==> config.mk <==
export PLATFORM = sky130hd
export DESIGN_NAME = sensor_alarm_ctrl
export DESIGN_NICKNAME = d
export VERILOG_FILES = /design/src/rtl/alarm_pkg.sv /design/src/rtl/alarm_debounce.sv /design/src/rtl/sensor_alarm_ctrl.sv
export SDC_FILE = /design/constraint.sdc
export NUM_CORES = 1
export LEC_CHECK = 0
export BUFFER_PORTS_ARGS = -buffer_cell sky130_fd_sc_hd__buf_2
export CAP_MARGIN = 20
export CORE_MARGIN = 8
export CORE_UTILIZATION = 43
export CTS_BUF_LIST = sky130_fd_sc_hd__clkbuf_2
export CTS_CLUSTER_DIAMETER = 120
export CTS_CLUSTER_SIZE = 30
export DETAILED_ROUTE_END_ITERATION = 10
export SLEW_MARGIN = 40
export SYNTH_ARGS = -nofsm -noshare
export SYNTH_HDL_FRONTEND = slang
export SYNTH_HIERARCHICAL = 1
export SYNTH_SLANG_ARGS = --single-unit
==> constraint.sdc <==
create_clock -name clk -period 1.75 [get_ports clk]
set_input_delay 0 -clock clk [delete_from_list [all_inputs] [get_ports clk]]
set_output_delay 0 -clock clk [all_outputs]
set_load 0.02 [all_outputs]
==> src/rtl/alarm_pkg.sv <==
// Shared types and width helpers for the sensor alarm controller.
package alarm_pkg;

    typedef enum logic {
        IDLE  = 1'b0,
        ALARM = 1'b1
    } alarm_state_e;

    function automatic int ch_w(input int n_ch);
        return (n_ch > 1) ? $clog2(n_ch) : 1;
    endfunction

    function automatic int cnt_w(input int deb_cyc, input int alarm_cyc);
        int m;
        m = (deb_cyc > alarm_cyc) ? deb_cyc : alarm_cyc;
        return $clog2(m + 1);
    endfunction

endpackage

==> src/rtl/alarm_debounce.sv <==
// Per-channel debouncer: qualifies a sensor after DEB_CYC consecutive high samples.
module alarm_debounce
    import alarm_pkg::*;
#(
    parameter int DEB_CYC = 7
) (
    input  logic clk,
    input  logic rst_n,
    input  logic ena,
    input  logic sensor,
    output logic qual
);

    localparam int DW = cnt_w(DEB_CYC, DEB_CYC);

    logic [DW-1:0] cnt_q;

    // Pulse on the edge that takes the counter to DEB_CYC; saturation blocks re-qualification.
    assign qual = ena && sensor && (cnt_q == DW'(DEB_CYC - 1));

    always_ff @(posedge clk or negedge rst_n) begin
        if (!rst_n) begin
            cnt_q <= '0;
        end else if (ena) begin
            if (!sensor) begin
                cnt_q <= '0;
            end else if (cnt_q != DW'(DEB_CYC)) begin
                cnt_q <= cnt_q + DW'(1);
            end
        end
    end

endmodule

==> src/rtl/sensor_alarm_ctrl.sv <==
// N-channel sensor alarm controller: debounced events are queued and served one
// channel at a time, either for a timed window or until acknowledged.
module sensor_alarm_ctrl
    import alarm_pkg::*;
#(
    parameter  int N_CH      = 3,
    parameter  int DEB_CYC   = 7,
    parameter  int ALARM_CYC = 31,
    localparam int CH_W      = ch_w(N_CH),
    localparam int CNT_W     = cnt_w(DEB_CYC, ALARM_CYC)
) (
    input  logic            clk,
    input  logic            rst_n,
    input  logic            ena,
    input  logic [N_CH-1:0] sensor_i,
    input  logic            latch_mode,
    input  logic            ack_i,
    output logic [N_CH-1:0] buzzer_o,
    output logic            alarm_active_o,
    output logic [CH_W-1:0] alarm_ch_o,
    output logic [N_CH-1:0] pending_o
);

    logic [N_CH-1:0]  qual;
    logic [N_CH-1:0]  pending_q, pending_d, pend_clr;
    logic [N_CH-1:0]  buzzer_q, buzzer_d;
    logic [N_CH-1:0]  grant_mask;
    logic [CH_W-1:0]  grant_idx;
    logic             grant_vld;
    logic [CH_W-1:0]  ch_q, ch_d;
    logic [CNT_W-1:0] cnt_q, cnt_d;
    logic             active_q, active_d;
    alarm_state_e     state_q, state_d;

    for (genvar g = 0; g < N_CH; g++) begin : g_deb
        alarm_debounce #(
            .DEB_CYC (DEB_CYC)
        ) u_deb (
            .clk    (clk),
            .rst_n  (rst_n),
            .ena    (ena),
            .sensor (sensor_i[g]),
            .qual   (qual[g])
        );
    end

    // Lowest set pending index wins.
    always_comb begin
        grant_idx  = '0;
        grant_mask = '0;
        grant_vld  = 1'b0;
        for (int i = N_CH - 1; i >= 0; i--) begin
            if (pending_q[i]) begin
                grant_idx     = CH_W'(i);
                grant_mask    = '0;
                grant_mask[i] = 1'b1;
                grant_vld     = 1'b1;
            end
        end
    end

    always_comb begin
        state_d  = state_q;
        cnt_d    = cnt_q;
        buzzer_d = buzzer_q;
        ch_d     = ch_q;
        pend_clr = '0;
        case (state_q)
            IDLE: begin
                if (grant_vld) begin
                    state_d  = ALARM;
                    cnt_d    = CNT_W'(1);
                    buzzer_d = grant_mask;
                    ch_d     = grant_idx;
                    pend_clr = grant_mask;
                end
            end
            ALARM: begin
                // Counter keeps running in latch mode so a switch to timed exits promptly.
                if (ack_i || (!latch_mode && (cnt_q >= CNT_W'(ALARM_CYC)))) begin
                    state_d  = IDLE;
                    cnt_d    = '0;
                    buzzer_d = '0;
                    ch_d     = '0;
                end else if (cnt_q < CNT_W'(ALARM_CYC)) begin
                    cnt_d = cnt_q + CNT_W'(1);
                end
            end
            default: begin
                state_d  = IDLE;
                cnt_d    = '0;
                buzzer_d = '0;
                ch_d     = '0;
            end
        endcase
        active_d  = (state_d == ALARM);
        // A new qualification beats a same-cycle grant clear.
        pending_d = (pending_q & ~pend_clr) | qual;
    end

    always_ff @(posedge clk or negedge rst_n) begin
        if (!rst_n) begin
            state_q   <= IDLE;
            cnt_q     <= '0;
            buzzer_q  <= '0;
            ch_q      <= '0;
            active_q  <= 1'b0;
            pending_q <= '0;
        end else if (ena) begin
            state_q   <= state_d;
            cnt_q     <= cnt_d;
            buzzer_q  <= buzzer_d;
            ch_q      <= ch_d;
            active_q  <= active_d;
            pending_q <= pending_d;
        end
    end

    assign buzzer_o       = buzzer_q;
    assign alarm_active_o = active_q;
    assign alarm_ch_o     = ch_q;
    assign pending_o      = pending_q;

endmodule

### Word level (Yosys, flattened, before mapping)

Index checks and enable logic that the tools add are counted.

| storage, ports and cells | value |
|---|---|
| output and inout port bits | 9 |
| latch bits | 0 |
| memories | 0 |
| register bits after elaboration | 23 |
| RAM bits | 0 |
| input port bits | 8 |
| word-level logic and storage cells | 74 |
| memory bits (read-only) | 0 |

| operators by class | value |
|---|---|
| bitwise gates (word level) | 4 |
| add/subtract/negate cells | 4 |
| order comparisons | 2 |
| div/mod/pow operators | 0 |
| multiplexer cells | 30 |
| shift operators | 0 |
| reductions and logical operators | 14 |
| eq/ne operators | 12 |
| multiply operators | 0 |

Operator list:

| kind | number |
|---|---|
| $mux W3 | 13 |
| $mux W5 | 3 |
| $mux W2 | 5 |
| $pmux W5 S2 | 1 |
| $add A3 B1 Y3 const B | 3 |
| $eq A3 B3 Y1 const B | 3 |
| $ne A3 B3 Y1 const B | 3 |
| $ne A2 B1 Y1 const B | 4 |
| $logic_and A1 B1 Y1 | 7 |
| $pmux W3 S2 | 1 |
| $reduce_and A2 Y1 | 3 |
| $reduce_and A3 Y1 | 2 |
| $add A5 B1 Y5 const B | 1 |
| $ge A5 B5 Y1 const B | 1 |
| $lt A5 B5 Y1 const B | 1 |
| $mux W1 | 5 |
| $pmux W2 S2 | 1 |
| $and A3 B3 Y3 | 1 |
| $ne A3 B1 Y1 const B | 1 |
| $not A3 Y3 | 1 |
| $or A3 B3 Y3 | 1 |
| $ne A2 B2 Y1 const B | 1 |
| $pmux W1 S2 | 1 |
| $logic_not A1 Y1 | 1 |
| other kinds (2) | 2 |

### Depth between registers and ports, before layout

Gate-level depths: netlist of the first run.

| logic depth | value |
|---|---|
| word-level depth | 8 |
| depth in mapped cells | 7 |
| mapped depth without buffers | 7 |

### By module

The synthesis of the first run kept the hierarchy.

By module, submodules not included:

| module | cells each | seq. area each (um^2) | times used | area an instance (um^2) |
|---|---|---|---|---|
| sensor_alarm_ctrl | 60 | 300.3 | 1 | 655.6 |
| alarm_debounce (g_deb[1].u_deb ...) | 18 | 75.1 | 2 | 203.9 |
| alarm_debounce (g_deb[0].u_deb) | 18 | 75.1 | 1 | 202.7 |

### Worst setup path after synthesis of the first run

No wires, ideal clock.

| timing | value |
|---|---|
| path kind | reg-to-reg |
| from | register, netlist name cnt_q[0] |
| to | register buzzer_q[2] (netlist: buzzer_o[2]) |
| arrival | 1.526 ns |
| cell stages (with the launch flop) | 8 |
| setup slack | 0.105 ns |
| setup time | 0.119 ns |
| path buffers | 0 |
| cell sequence | dfrtp_1 > ha_1 > and3_1 > ha_1 > nand2b_1 > o311ai_4 > and2b_1 > o21a_1 |

RTL lines:

| element | RTL line | source |
|---|---|---|
| end signal: assignment | sensor_alarm_ctrl.sv:112 | `buzzer_q <= buzzer_d;` |
| end: declaration | sensor_alarm_ctrl.sv:26 | `logic [N_CH-1:0] buzzer_q, buzzer_d;` |

==> results of run 1 <==
cells in the mapped netlist (3+ instances only):
cell,n,area share [%]
nand3_1,7,2.8
and4_1,3,2.1
and2b_1,3,1.8
a21boi_0,4,2.4
nand2b_1,6,3.0
o21ai_0,3,1.2
a22o_1,6,4.2
and4bb_1,3,3.0
dfrtp_1,21,42
inv_1,6,1.8
nand4b_1,3,2.1
nor2_1,3,0.89
nand2_1,5,1.5
a311o_1,3,2.4
ha_1,11,11
nand4bb_1,3,2.7
where the power goes:
| part | internal, mW | leakage (nW) | total [mW] | switching [mW] |
|---|---|---|---|---|
| logic | 0.180 | 0.432 | 0.389 | 0.209 |
| registers | 0.555 | 0.281 | 0.615 | 0.0600 |
| clock network | 0.0518 | 0.0164 | 0.200 | 0.148 |
| total | 0.787 | 0.729 | 1.20 | 0.417 |
per-layer routing:
layer	share of wire [%]	wire length (µm)	up-vias
li1	-	-	487
met4	1.5	38	0
met5	0	0	-
met1	48	1230	444
met3	3.9	99	4
met2	46	1170	11
state kept, by name (all words and copies together) (netlist names):
register           flops
buzzer_o               3
cnt_q                  5
state_q                1
g_deb.u_deb/cnt_q      9
pending_o              3
area by class of cell:
class / count / area share, %
clock buffer: 3 / 1.02
sequential: 21 / 35.7
multi-input combinational: 84 / 48.6
tap: 31 / 2.63
clock inverter: 1 / 0.340
inverter: 6 / 1.53
timing repair buffer: 24 / 10.2
critical path, stage by stage (launching register included):
cell and delay [ns]:
dfrtp_1 0.46, ha_2 0.21, and3_4 0.15, ha_2 0.18, nand2b_4 0.07, o311ai_4 0.13, and2b_1 0.22, o21a_1 0.18
what timing repair did:
action,CTS,global route
setup buffers,0,2
endpoints found under the hold margin,30,0
hold buffers,4,0
resized for setup,0,4
endpoints found under the setup margin,0,7
worst max-delay path by stage:
| stage | to | slack (ns) | cells past startpoint |
|---|---|---|---|
| floorplan | buzzer_o[2] | 0.11 | 7 |
| global placement | buzzer_o[2] | 0.08 | 7 |
| detailed placement | buzzer_o[2] | 0.04 | 7 |
| CTS | buzzer_o[2] | 0.01 | 7 |
| global route | buzzer_o[2] | 0.004 | 7 |
| finish | buzzer_o[2] | 0.08 | 7 |
stage by stage:
stage	cell area, µm²	power [mW]	cells	util [%]	setup WS (ns)
2_1_floorplan	1270	0.877	114	-	0.105
3_3_place_gp	1380	0.985	160	49.6	0.0815
3_5_place_dp	1380	0.999	160	49.6	0.0427
4_1_cts	1440	1.21	168	51.8	0.0125
5_1_grt	1470	1.30	170	52.9	0.00419
6_report	1470	1.20	170	52.9	0.0766
kinds of logic after synthesis:
family	Yosys count
AO/OA/AOI/OAI	28
adder cells (fa/ha/maj)	11
buffers and inverters	9
flip-flops	21
AND/OR/NAND/NOR	45
==> impl_metrics.ini, run 1 <==
[yosys]
syn-cell-area_um2 = 1270
ys_warn_count = 6
synth_compound_area_share_pct = 20.1
synthAdderAreaFrac_pct = 10.9
synth-main-ff-cell = dfrtp_1
synth_mux_area_share_pct = 0
synth_async_sr_flop_share_pct = 100
synth_edf_count = 0
synth_cells = 114
synth_area_per_cell_um2 = 11.1
syn_nets = 133
synth_cell_types = 35
synth-seq-cells = 21
yosys.area_share.simple_pct = 24.2
ys_seq_area_share_pct = 41.5
synth_top_family_by_area = simple AND/OR/NAND/NOR gates
synthXorXnorAreaFrac_pct = 0

[detailed_routing]
final_antenna_net_count = 0
drt_iter0_markers = 31
avgViaCountPerCell = 5.56
vias = 946
drc = 0
dr.pass1.iters = 4
routedWlPerCell_um = 14.9
routed_wl_mm = 2.54

[global_routing]
grtUsageMet1_pct = 14.0
grt_use_met2_pct = 17.0
grt_pass1_wl_mm = 4.52
grt.overflow.total = 0
use_met3_pct = 2.68
gr-max-usage-layer = met2
antenna_found_initial = 0
gr-usage-all-layers_pct = 10.8
grt_max_degree = 22
grt_pass1_vias = 983

[timing]
finalCritPeriodShare_pct = 95.6
worstMarginPinSlew_ns = 0.500
fmax_mhz = 598
hold_ws_ns = 0.0345
slew_headroom_pct = 66.7
min_period_ns = 1.67
drv_slew = 0
hold_viol = 0
setup_viol = 0
setup_tns_ns = 0
rsz0062_at_grt = no
skew_ns = 0.00778

[final_layout]
final_cell_mix = 21 x dfrtp_1, 16 x buf_2, 9 x ha_1
drive_gt1_share_pct = 23.7
nFillCells = 276
regArea_um2 = 526
diodes = 0
layout.nets = 159
final_common_cell = dfrtp_1
multi_input_area_um2 = 716
area_growth_syn_to_layout_pct = 16.3

[cts]
cts_buffers = 3
clkSinkCount = 21
root_buffer = clkbuf_2
clk_latency_ns = 0.32
clk_pin_slew_ns = 0.20
cts_tree = built
cts-htree-levels = 1
cts_buffer_depth = 2

[die]
die_y_um = 70.3
dieWidth_um = 70.3
rows = 19
io_pins = 17
start_util_pct = 45.5
coreArea_um2 = 2780
die_area_um2 = 4940

[run_status]
outcome = finished clean

[hold_path]
whs_path_depth = 3
worst_hold_startpoint = ena
worstHoldPathType = in -> reg
holdPathEnd = g_deb[1].u_deb/cnt_q[2]

[setup_path]
critPathRequiredTime_ns = 1.99
cp-end-kind = flip-flop
critPathArrivalTime_ns = 1.92
path_max_fanout = 6
startpoint = cnt_q[1]
r2r-start = cnt_q[1]
worstReg2RegEnd = buzzer_o[2]
crit_type = reg -> reg
rrSetupSlack_ns = 0.08
cp-start-kind = flip-flop
reg2reg_depth = 7

[flow_run]
drv_cap = 0

[place]
hpwl_mm = 1.76
io_buffers = 16
gp_congestion = 0.797

[pwr]
power_density_nw_per_um2 = 818
p_leak_nw = 0.729
peakVddDrop_mv = 0.746
Power figures use the tool's default switching activity.
==> run 2, diff against run 1 <==
ABC_AREA = 1   (was default)
==> run 2 against run 1 <==
Net effect: via count up 9.8%; final area up 1.9%; critical endpoint is now cnt_q[4]; clock power up 3%; largest cell class unchanged; global-route usage down 0.33 points; clock-buffer cell count up 1; core utilization up 1.5 points; wire length up 3.0%; clock skew down 0.0060 ns; sequential share of layout area down 0.65 points.
==> impl_metrics.ini, run 2 <==
[final_layout]
diodes = 0
drive_gt1_share_pct = 26.7
layout.nets = 196
top_register = g_deb.u_deb/cnt_q
largest_reg_flops = 9
nFillCells = 253
final_common_cell = nand2_1
area_growth_syn_to_layout_pct = 20.4
final_cell_mix = 46 x nand2_1, 21 x dfrtp_1, 18 x inv_1
reg_top3 = g_deb.u_deb/cnt_q (9), cnt_q (5)

[run_status]
outcome = finished clean

[yosys]
yosysMostFrequentCell = nand2_1
synth_area_per_cell_um2 = 8.36
synth.area.top_cells = dfrtp_1 42%, nand2_1 14%, ha_1 11%, inv_1 5.4%, nand4_1 4.5%
synth_top_area_share_pct = 42.2
synth_edf_count = 0
synth-seq-cells = 21
syn_nets = 168
syn-cell-area_um2 = 1250
ys_seq_area_share_pct = 42.2
synth-main-ff-cell = dfrtp_1
ys_warn_count = 6
synth_async_sr_flop_share_pct = 100
netlist_top_cells_count = 46 x nand2_1, 21 x dfrtp_1, 18 x inv_1
synth_cells = 149
synth_cell_types = 22
synth.largest_area_cell = dfrtp_1

[die]
dieWidth_um = 69.8
die_y_um = 69.8
die_area_um2 = 4880
start_util_pct = 45.2
rows = 19
coreArea_um2 = 2760
io_pins = 17

[setup_path]
critPathMostFrequentCell = nand2_1
critPathArrivalTime_ns = 1.95
critical-path-max-stage-delay_ns = 0.42
path_max_fanout = 5
reg2reg_depth = 10
worstPathCellList = ha_2 > and3_4 > ha_4 > o21bai_4 > nand2_2 > nand3_4 > buf_6 > nor2_2 > nand2_1 > nand2_1
slowest_stage = dfrtp_1
critPathRequiredTime_ns = 2.03
crit_type = reg -> reg
cp-end-kind = flip-flop
cp-start-kind = flip-flop

[place]
io_buffers = 16
hpwl_mm = 1.84
gp_congestion = 0.858
pre_cts_slack_ns = 0.00692

[pwr]
power_density_nw_per_um2 = 900
p_leak_nw = 0.810
peakVddDrop_mv = 0.651
total_power_mw = 1.35

[timing]
hold_ws_ns = 0.0591
skew_ns = 0.00180
setup_tns_ns = 0
drv_slew = 0
slew_headroom_pct = 69.0
hold_viol = 0
worstMarginPinSlew_ns = 0.465
fmax_mhz = 597
setup_viol = 0
min_period_ns = 1.68
timing.final.ws_setup_ns = 0.0738
finalCritPeriodShare_pct = 95.8

[cts]
clk_pin_slew_ns = 0.19
cts_buffer_depth = 2
cts_tree = built
clk_latency_ns = 0.31
clkSinkCount = 21
cts-htree-levels = 1
cts_buffers = 3
root_buffer = clkbuf_2

[detailed_routing]
final_antenna_net_count = 0
drc = 0
routed_wl_mm = 2.62
vias = 1039
drt_iter0_markers = 32
avgViaCountPerCell = 5.02
dr.pass1.iters = 4
routedWlPerCell_um = 12.6

[global_routing]
grt.overflow.total = 0
gr-usage-all-layers_pct = 10.5
antenna_found_initial = 0
grt_pass1_vias = 1062
grt_pass1_wl_mm = 4.31
grt_max_degree = 22

[hold_path]
whs_path_depth = 3
worstHoldPathType = in -> reg

[flow_run]
drv_cap = 0
[run 2: cell types whose count changed after synthesis, sizes merged, moves of 4 or more]
cell | before | now
a21boi | 4 | 0
a22o | 6 | 0
inv | 6 | 18
nand2 | 5 | 56
nand2b | 6 | 0
nand4 | 1 | 9
nor2 | 4 | 9
[run 2: path summary, 6_finish.rpt]
kind                                   from                 endpoint  slack, ns
worst max-delay path               cnt_q[1]                 cnt_q[4]       0.07
worst min-delay path                    ena             pending_o[2]       0.06
worst max register to register     cnt_q[1]                 cnt_q[4]       0.07
worst min register to register  buzzer_o[0]              buzzer_o[0]       0.52
max in group asynchronous             rst_n              buzzer_o[0]       1.31
min in group asynchronous             rst_n  g_deb[1].u_deb/cnt_q[0]       0.13
[run 2: metal layers]
layer | GRT usage, % | part of all wire (%) | vias to the layer above | wire (µm)
met5 | 0 | 0 | - | 0
met4 | 2.46 | 1.2 | 0 | 31
met3 | 4.29 | 4.0 | 4 | 105
met2 | 19.9 | 53 | 15 | 1390
met1 | 10.2 | 42 | 483 | 1090
li1 | - | - | 537 | -
[run 2: cells by family (layout without fill, tap and decap cells)]
kind of cell    after synthesis  after routing  share of synthesized area, %
simple gates                 85             86                          34.0
flops                        21             21                          42.2
buf+inv                      20             46                          6.63
fa+ha+maj                    11             11                          11.0
compound gates               10             10                          4.72
xor+xnor                      2              2                          1.41
[run 2: layout make-up]
cell class,count,area [µm²],share of cell area (%)
clock buffer,4,20.0,1.33
timing repair buffer,24,154,10.3
multi-input combinational,109,694,46.3
tap,31,38.8,2.59
inverter,18,67.6,4.50
sequential,21,526,35.0
[run 2: repair_timing]
action,in CTS,in global routing
gates cloned,0,1
buffers inserted,1,1
endpoints found under the setup margin,5,8
hold buffers,4,0
gates resized for setup,0,11
endpoints found under the hold margin,30,0
pin swaps,0,3
[run 2: report_power, final]
group	switching, mW	internal, mW	leakage, nW	total [mW]
logic	0.315	0.201	0.511	0.516
clock network	0.146	0.0605	0.0166	0.206
registers	0.0721	0.556	0.282	0.628
total	0.532	0.818	0.810	1.35
[run 2: stage by stage]
step / instance area, µm² / std cells / utilization, %
2_1_floorplan: 1250 / 149 / -
3_3_place_gp: 1370 / 196 / 49.5
3_5_place_dp: 1370 / 196 / 49.5
4_1_cts: 1430 / 205 / 52.0
5_1_grt: 1500 / 207 / 54.4
6_report: 1500 / 207 / 54.4
[run 2: worst max-delay path: cells and delay by family (launching register included)]
family / cells / cell delay [ns]
adders and majority gates: 2 / 0.33
and+or+nand+nor: 6 / 0.55
DFF: 1 / 0.42
buffers and inverters: 1 / 0.17
AOI/OAI and AO/OA: 1 / 0.16
